==> src/rtl/hap_pkg.sv <==
// Shared definitions for the Harvard processor front end: opcode constants,
// the fetch state encoding and the branch-opcode classifier. The branch stage
// imports the same package, so both stages agree on which opcodes redirect the PC.
package hap_pkg;

    localparam int OP_W = 5;

    localparam logic [OP_W-1:0] OP_BNE  = 5'b10011;
    localparam logic [OP_W-1:0] OP_BE   = 5'b10100;
    localparam logic [OP_W-1:0] OP_BNER = 5'b10101;
    localparam logic [OP_W-1:0] OP_BER  = 5'b10110;
    localparam logic [OP_W-1:0] OP_J    = 5'b10111;
    localparam logic [OP_W-1:0] OP_JR   = 5'b11000;
    localparam logic [OP_W-1:0] OP_HALT = 5'b11111;

    typedef enum logic [1:0] {
        REQ  = 2'd0,
        HOLD = 2'd1,
        HALT = 2'd2
    } fetch_state_e;

    // Branch-class opcodes form one contiguous range, BNE through JR.
    function automatic logic is_branch(input logic [OP_W-1:0] op);
        return (op >= OP_BNE) && (op <= OP_JR);
    endfunction

endpackage

==> src/rtl/fetch_unit_if.sv <==
// Bus bundle between the fetch stage, instruction memory and the branch stage.
//
// Handshake semantics:
//   Memory side: imem_req/imem_addr are held stable until a cycle in which
//   imem_req=1 and imem_ack=1; imem_data is captured on that edge. imem_ack
//   with imem_req=0 is ignored.
//   Downstream side: data/NPC are held stable while valid=1 and ready=0; the
//   instruction is consumed on an edge where valid=1 and ready=1, and PC must
//   be valid on that same edge. ready with valid=0 has no effect.
interface fetch_unit_if #(
    parameter int PC_W = 8,
    parameter int IW   = 16
);
    logic            imem_req;
    logic [PC_W-1:0] imem_addr;
    logic            imem_ack;
    logic [IW-1:0]   imem_data;
    logic [IW-1:0]   data;
    logic [PC_W-1:0] NPC;
    logic            valid;
    logic            ready;
    logic [PC_W-1:0] PC;

    modport master (
        output imem_req, imem_addr, data, NPC, valid,
        input  imem_ack, imem_data, ready, PC
    );

    modport slave (
        input  imem_req, imem_addr, data, NPC, valid,
        output imem_ack, imem_data, ready, PC
    );
endinterface

==> src/rtl/fetch_unit_pc_reg.sv <==
// Program counter register with its fall-through incrementer and the
// next-PC select between the fall-through and the branch-stage target.
module pc_reg #(
    parameter int              PC_W   = 8,
    parameter logic [PC_W-1:0] RST_PC = '0
) (
    input  logic            clk,
    input  logic            rst,
    input  logic            advance,
    input  logic            take_pc,
    input  logic [PC_W-1:0] pc_in,
    output logic [PC_W-1:0] pc,
    output logic [PC_W-1:0] npc
);
    logic [PC_W-1:0] pc_q;
    logic [PC_W-1:0] pc_d;

    // Fall-through wraps modulo 2**PC_W with no carry-out.
    assign npc = pc_q + PC_W'(1);
    assign pc  = pc_q;

    // Next PC: branch target only for branch-class opcodes, else fall-through.
    always_comb begin
        pc_d = pc_q;
        if (advance) begin
            pc_d = take_pc ? pc_in : npc;
        end
    end

    // PC register.
    always_ff @(posedge clk or posedge rst) begin
        if (rst) begin
            pc_q <= RST_PC;
        end else begin
            pc_q <= pc_d;
        end
    end
endmodule

==> src/rtl/fetch_unit.sv <==
// Instruction-fetch stage: requests a word at pc, latches it for the branch
// stage, then advances pc from NPC or the branch stage's resolved PC.
// Optional feature macro: FETCH_HALT_EN (opcode 5'b11111 stops fetching and
// adds the halted output).
module fetch_unit
    import hap_pkg::*;
#(
    parameter int              PC_W   = 8,
    parameter int              IW     = 16,
    parameter logic [PC_W-1:0] RST_PC = '0
) (
    input  logic          clk,
    input  logic          rst,
    fetch_unit_if.master  bus,
`ifdef FETCH_HALT_EN
    output logic          halted,
`endif
    output fetch_state_e  dbg_state
);
    fetch_state_e    state_q, state_d;
    logic            req_q, req_d;
    logic            valid_q, valid_d;
    logic [IW-1:0]   data_q, data_d;
    logic            advance;
    logic [OP_W-1:0] op;
    logic [PC_W-1:0] pc;
    logic [PC_W-1:0] npc;
`ifdef FETCH_HALT_EN
    logic            halted_q, halted_d;
`endif

    assign op = data_q[IW-1 -: OP_W];

    pc_reg #(
        .PC_W   (PC_W),
        .RST_PC (RST_PC)
    ) u_pc_reg (
        .clk     (clk),
        .rst     (rst),
        .advance (advance),
        .take_pc (is_branch(op)),
        .pc_in   (bus.PC),
        .pc      (pc),
        .npc     (npc)
    );

    // Next-state and registered-output logic of the fetch FSM. req_q stays low
    // in the first REQ cycle after reset so the request starts one cycle late.
    always_comb begin
        state_d = state_q;
        req_d   = req_q;
        valid_d = valid_q;
        data_d  = data_q;
        advance = 1'b0;
`ifdef FETCH_HALT_EN
        halted_d = halted_q;
`endif
        case (state_q)
            REQ: begin
                if (!req_q) begin
                    req_d = 1'b1;
                end else if (bus.imem_ack) begin
                    data_d  = bus.imem_data;
                    valid_d = 1'b1;
                    req_d   = 1'b0;
                    state_d = HOLD;
                end
            end
            HOLD: begin
                if (bus.ready) begin
                    advance = 1'b1;
                    valid_d = 1'b0;
`ifdef FETCH_HALT_EN
                    if (op == OP_HALT) begin
                        state_d  = HALT;
                        halted_d = 1'b1;
                    end else begin
                        state_d = REQ;
                        req_d   = 1'b1;
                    end
`else
                    state_d = REQ;
                    req_d   = 1'b1;
`endif
                end
            end
            HALT: begin
                req_d   = 1'b0;
                valid_d = 1'b0;
            end
            default: begin
                state_d = REQ;
                req_d   = 1'b0;
                valid_d = 1'b0;
            end
        endcase
    end

    // FSM state and output registers.
    always_ff @(posedge clk or posedge rst) begin
        if (rst) begin
            state_q <= REQ;
            req_q   <= 1'b0;
            valid_q <= 1'b0;
            data_q  <= '0;
`ifdef FETCH_HALT_EN
            halted_q <= 1'b0;
`endif
        end else begin
            state_q <= state_d;
            req_q   <= req_d;
            valid_q <= valid_d;
            data_q  <= data_d;
`ifdef FETCH_HALT_EN
            halted_q <= halted_d;
`endif
        end
    end

    assign bus.imem_req  = req_q;
    assign bus.imem_addr = pc;
    assign bus.data      = data_q;
    assign bus.NPC       = npc;
    assign bus.valid     = valid_q;
    assign dbg_state     = state_q;
`ifdef FETCH_HALT_EN
    assign halted        = halted_q;
`endif
endmodule
==> src/flat_wrapper.sv <==
// flat-port wrapper written by rule: the top's interface ports become plain ports
module fetch_unit_flat import hap_pkg::*;
#(
    parameter int              PC_W   = 8,
    parameter int              IW     = 16,
    parameter logic [PC_W-1:0] RST_PC = '0
)
  (clk, rst, dbg_state, bus_imem_req, bus_imem_addr, bus_data, bus_NPC, bus_valid, bus_imem_ack, bus_imem_data, bus_ready, bus_PC);
  fetch_unit_if #(.PC_W(PC_W), .IW(IW)) bus_i ();
  input  logic clk;
  input  logic rst;
  output fetch_state_e dbg_state;
  output wire logic [$bits(bus_i.imem_req)-1:0] bus_imem_req;
  output wire logic [$bits(bus_i.imem_addr)-1:0] bus_imem_addr;
  output wire logic [$bits(bus_i.data)-1:0] bus_data;
  output wire logic [$bits(bus_i.NPC)-1:0] bus_NPC;
  output wire logic [$bits(bus_i.valid)-1:0] bus_valid;
  input wire logic [$bits(bus_i.imem_ack)-1:0] bus_imem_ack;
  input wire logic [$bits(bus_i.imem_data)-1:0] bus_imem_data;
  input wire logic [$bits(bus_i.ready)-1:0] bus_ready;
  input wire logic [$bits(bus_i.PC)-1:0] bus_PC;
  assign bus_imem_req = bus_i.imem_req;
  assign bus_imem_addr = bus_i.imem_addr;
  assign bus_data = bus_i.data;
  assign bus_NPC = bus_i.NPC;
  assign bus_valid = bus_i.valid;
  assign bus_i.imem_ack = bus_imem_ack;
  assign bus_i.imem_data = bus_imem_data;
  assign bus_i.ready = bus_ready;
  assign bus_i.PC = bus_PC;
  fetch_unit #(.PC_W(PC_W), .IW(IW), .RST_PC(RST_PC)) u_core (.clk(clk), .rst(rst), .bus(bus_i), .dbg_state(dbg_state));
endmodule
==> config.mk <==
export PLATFORM = sky130hd
export DESIGN_NAME = fetch_unit_flat
export DESIGN_NICKNAME = d
export VERILOG_FILES = /design/src/rtl/hap_pkg.sv /design/src/rtl/fetch_unit_if.sv /design/src/rtl/fetch_unit_pc_reg.sv /design/src/rtl/fetch_unit.sv /design/src/flat_wrapper.sv
export SDC_FILE = /design/constraint.sdc
export NUM_CORES = 1
export LEC_CHECK = 0
export CAP_MARGIN = 20
export CORE_MARGIN = 2
export CORE_UTILIZATION = 35
export DETAILED_ROUTE_END_ITERATION = 7
export PLACE_DENSITY = 0.8
export SETUP_SLACK_MARGIN = 0.05
export SYNTH_ARGS = -nofsm -noshare
export SYNTH_HDL_FRONTEND = slang
export SYNTH_HIERARCHICAL = 1
export SYNTH_SLANG_ARGS = --single-unit
export TNS_END_PERCENT = 1
==> constraint.sdc <==
create_clock -name clk -period 1.8 [get_ports clk]
set_input_delay 0.36 -clock clk [delete_from_list [all_inputs] [get_ports clk]]
set_output_delay 0.36 -clock clk [all_outputs]
set_load 0.1 [all_outputs]
==> summary.md <==
| Metric | Value |
|---|---|
| Initial antenna violation count | `0` |
| Yosys cell types | `39` |
| CP top delay family | `simple AND/OR/NAND/NOR gates` |
| Starting Density | `36.4%` |
| Reg clk slew, reported paths | `0.08 ns` |
| Sequential area share after synthesis | `48.8%` |
| Max-Cap Viols | `0` |
| Layout cells sized above 1 | `51.6%` |
| Antenna Cells | `0` |
| DR pass1 iterations | `6` |
| CTS tree | `done` |
| Gr ovfl total | `0` |
| Status | `finished with violations` |
| Setup tns final | `-0.411 ns` |
| Port buffer count | `62` |
| Cts hold-fix bufs | `0` |
| CP endpoint kind | `output pin` |
| Die span in x | `65.7 µm` |
| Setup WS pre-CTS | `0.0330 ns` |
| Placer Congestion | `0.841` |
| Critical path peak fanout | `5` |
| Total Routing Usage GR | `17.8%` |
| Cells after Synth | `111` |
| Total core area | `3660 µm²` |
| Post-route ant nets | `0` |
| Critical Path Start | `u_core/u_pc_reg/pc[0]` |
| CP Data Required Time | `1.44 ns` |
| H-Tree Depth | `1` |
| Post-DP HPWL | `2.75 mm` |
| Vias in the first global route | `1,206` |
| Slew HR | `56.9%` |
| Arr. time, crit path | `1.57 ns` |
| Layout Skew | `0.00132 ns` |
| Syn_area_per_cell | `12.0 µm²` |
| Design area | `2650 µm²` |
| Final period util | `107%` |
| Syn nets | `140` |
| Clock latency at the later pin of the worst-skew pair | `0.27 ns` |
| Routed vias/inst | `4.97` |
| Instance area at placement | `2540 µm²` |
| Io pins | `64` |
| Initial drt markers | `39` |
| Bufs on Longest Clock Path | `2` |
| Final Hold Fails | `0` |
| Clock root buffer | `clkbuf_8` |
| Commonest non-fill, non-tap cell in the layout | `buf_12` |
| R2R Path Start | `u_core/bus.data[12]` |
| Slew at the pin closest to its max-slew limit | `0.646 ns` |
| Num CTS Buffers | `3` |
| Final WL | `3.44 mm` |
| Synth warnings | `6` |
| Nets | `214` |
| Clock sinks | `26` |
| Hold Crit Class | `primary input to asynchronous set/reset pin` |
| Synth Cell Area | `1330 µm²` |
| Final Max Slew Viols | `0` |
| Wire length of the first global-routing pass | `5.81 mm` |
| Critical path cell sequence | `nand3_4, or3_4, xnor2_4, buf_12` |
| Fmax | `519 MHz` |
| DIE AREA | `4320 µm²` |
| Std cell rows | `22` |
| Crit path buf inv count | `1` |
| Most frequent cells in the layout | `buf_12 (35), clkdlybuf4s50_1 (27), dfrtp_1 (15)` |
| CP max stage delay | `0.46 ns` |
| Worst Slack Setup Final | `-0.127 ns` |
| Minimum clock period after layout | `1.93 ns` |
| Max reg flops | `16` |
| P&R area growth vs syn | `98.9%` |
| Largest net degree at the start of global routing | `19` |
| DR WL/cell | `14.8 µm` |
| WS Path Type | `register to output pin` |
| Failing checks | `negative setup slack` |
| Post-synthesis register bit count | `26` |
| Startpoint types | `register` |
| CP max stage cell | `dfrtp_4` |
| Setup violators final | `4` |
| Die Height | `65.7 µm` |
| # DRC | `0` |
| RSZ-0062 raised after global routing | `yes` |
| DR vias | `1,153` |
-- repair_timing --
action / CTS / global route
endpoints found under the setup margin: 8 / 11
setup buffers: 4 / 0
pin swaps: 3 / 2
resized for setup: 1 / 6
endpoints found under the hold margin: 0 / 0
-- final timing paths --
| kind | endpoint | slack, ns | cells past startpoint |
|---|---|---|---|
| max in group asynchronous | u_core/bus.data[12] | 0.83 | 2 |
| min in group clk | u_core/bus.data[5] | 0.58 | 1 |
| hold reg to reg | u_core/bus.data[5] | 0.58 | 1 |
| setup reg to reg | u_core/u_pc_reg/pc[6] | 0.15 | 5 |
| setup / recovery | bus_NPC[7] | -0.13 | 4 |
| hold / removal | u_core/u_pc_reg/pc[4] | 0.38 | 2 |
-- cell type report --
type	count	area, µm²
timing repair buffer	74	1060
fill	228	1010
multi-input combinational	75	772
sequential	26	682
tap	48	60.1
clock buffer	4	55.1
inverter	5	18.8
-- logic make-up (layout without fill, tap and decap cells) --
logic type                 count (synthesis)  after routing  synth area share [%]
adders and majority gates                  1              1                 0.938
xor gates and xnor gates                   6              6                  3.94
other                                      1              1                 0.281
buffers and inverters                     10             83                  3.94
and+or+nand+nor                           28             28                  13.7
muxes                                     17             17                  16.5
DFF                                       26             26                  48.8
AOI/OAI and AO/OA                         22             22                  11.9
-- cell usage after synthesis (all sizes together) --
cell,number,area [µm²]
nor4b,1,8.76
a22o,2,18.8
or4,2,15.0
o311ai,3,26.3
xor2,2,17.5
nand2b,5,31.3
o211ai,1,7.51
a21boi,1,7.51
o2bb2ai,1,8.76
and2,1,6.26
nand3,3,32.5
conb,1,3.75
xnor2,4,35.0
ha,1,12.5
a31oi,2,12.5
mux2,16,210
or3,1,11.3
nand2,7,26.3
a21bo,1,10.0
a2bb2oi,1,8.76
nor2b,2,12.5
nand3b,1,20.0
o31ai,1,7.51
mux2i,1,10.0
inv,5,18.8
o21a,2,15.0
dfrtp,26,651
clkbuf,2,7.51
nor2,5,18.8
buf,3,26.3
a21oi,4,20.0
o21ai,2,10.0
o22ai,1,6.26
-- metrics by stage --
step	hold WS, ns	instances	utilization (%)
after floorplan	0.176	111	-
after global placement	0.558	224	69.3
after detailed placement	0.563	224	69.3
after CTS	0.381	232	71.8
after global routing	0.394	232	72.5
final	0.384	232	72.5
-- routing by layer --
| metal | track usage [%] | wire length [µm] | up-vias |
|---|---|---|---|
| li1 | - | - | 536 |
| met1 | 20.3 | 1310 | 561 |
| met2 | 30.9 | 1740 | 53 |
| met3 | 6.51 | 359 | 3 |
| met4 | 5.21 | 31 | 0 |
| met5 | 0 | 0 | - |
Power is left out: the tool's default activity adds up to more than one toggle a clock period on the data nets, which glitch-free logic cannot reach.
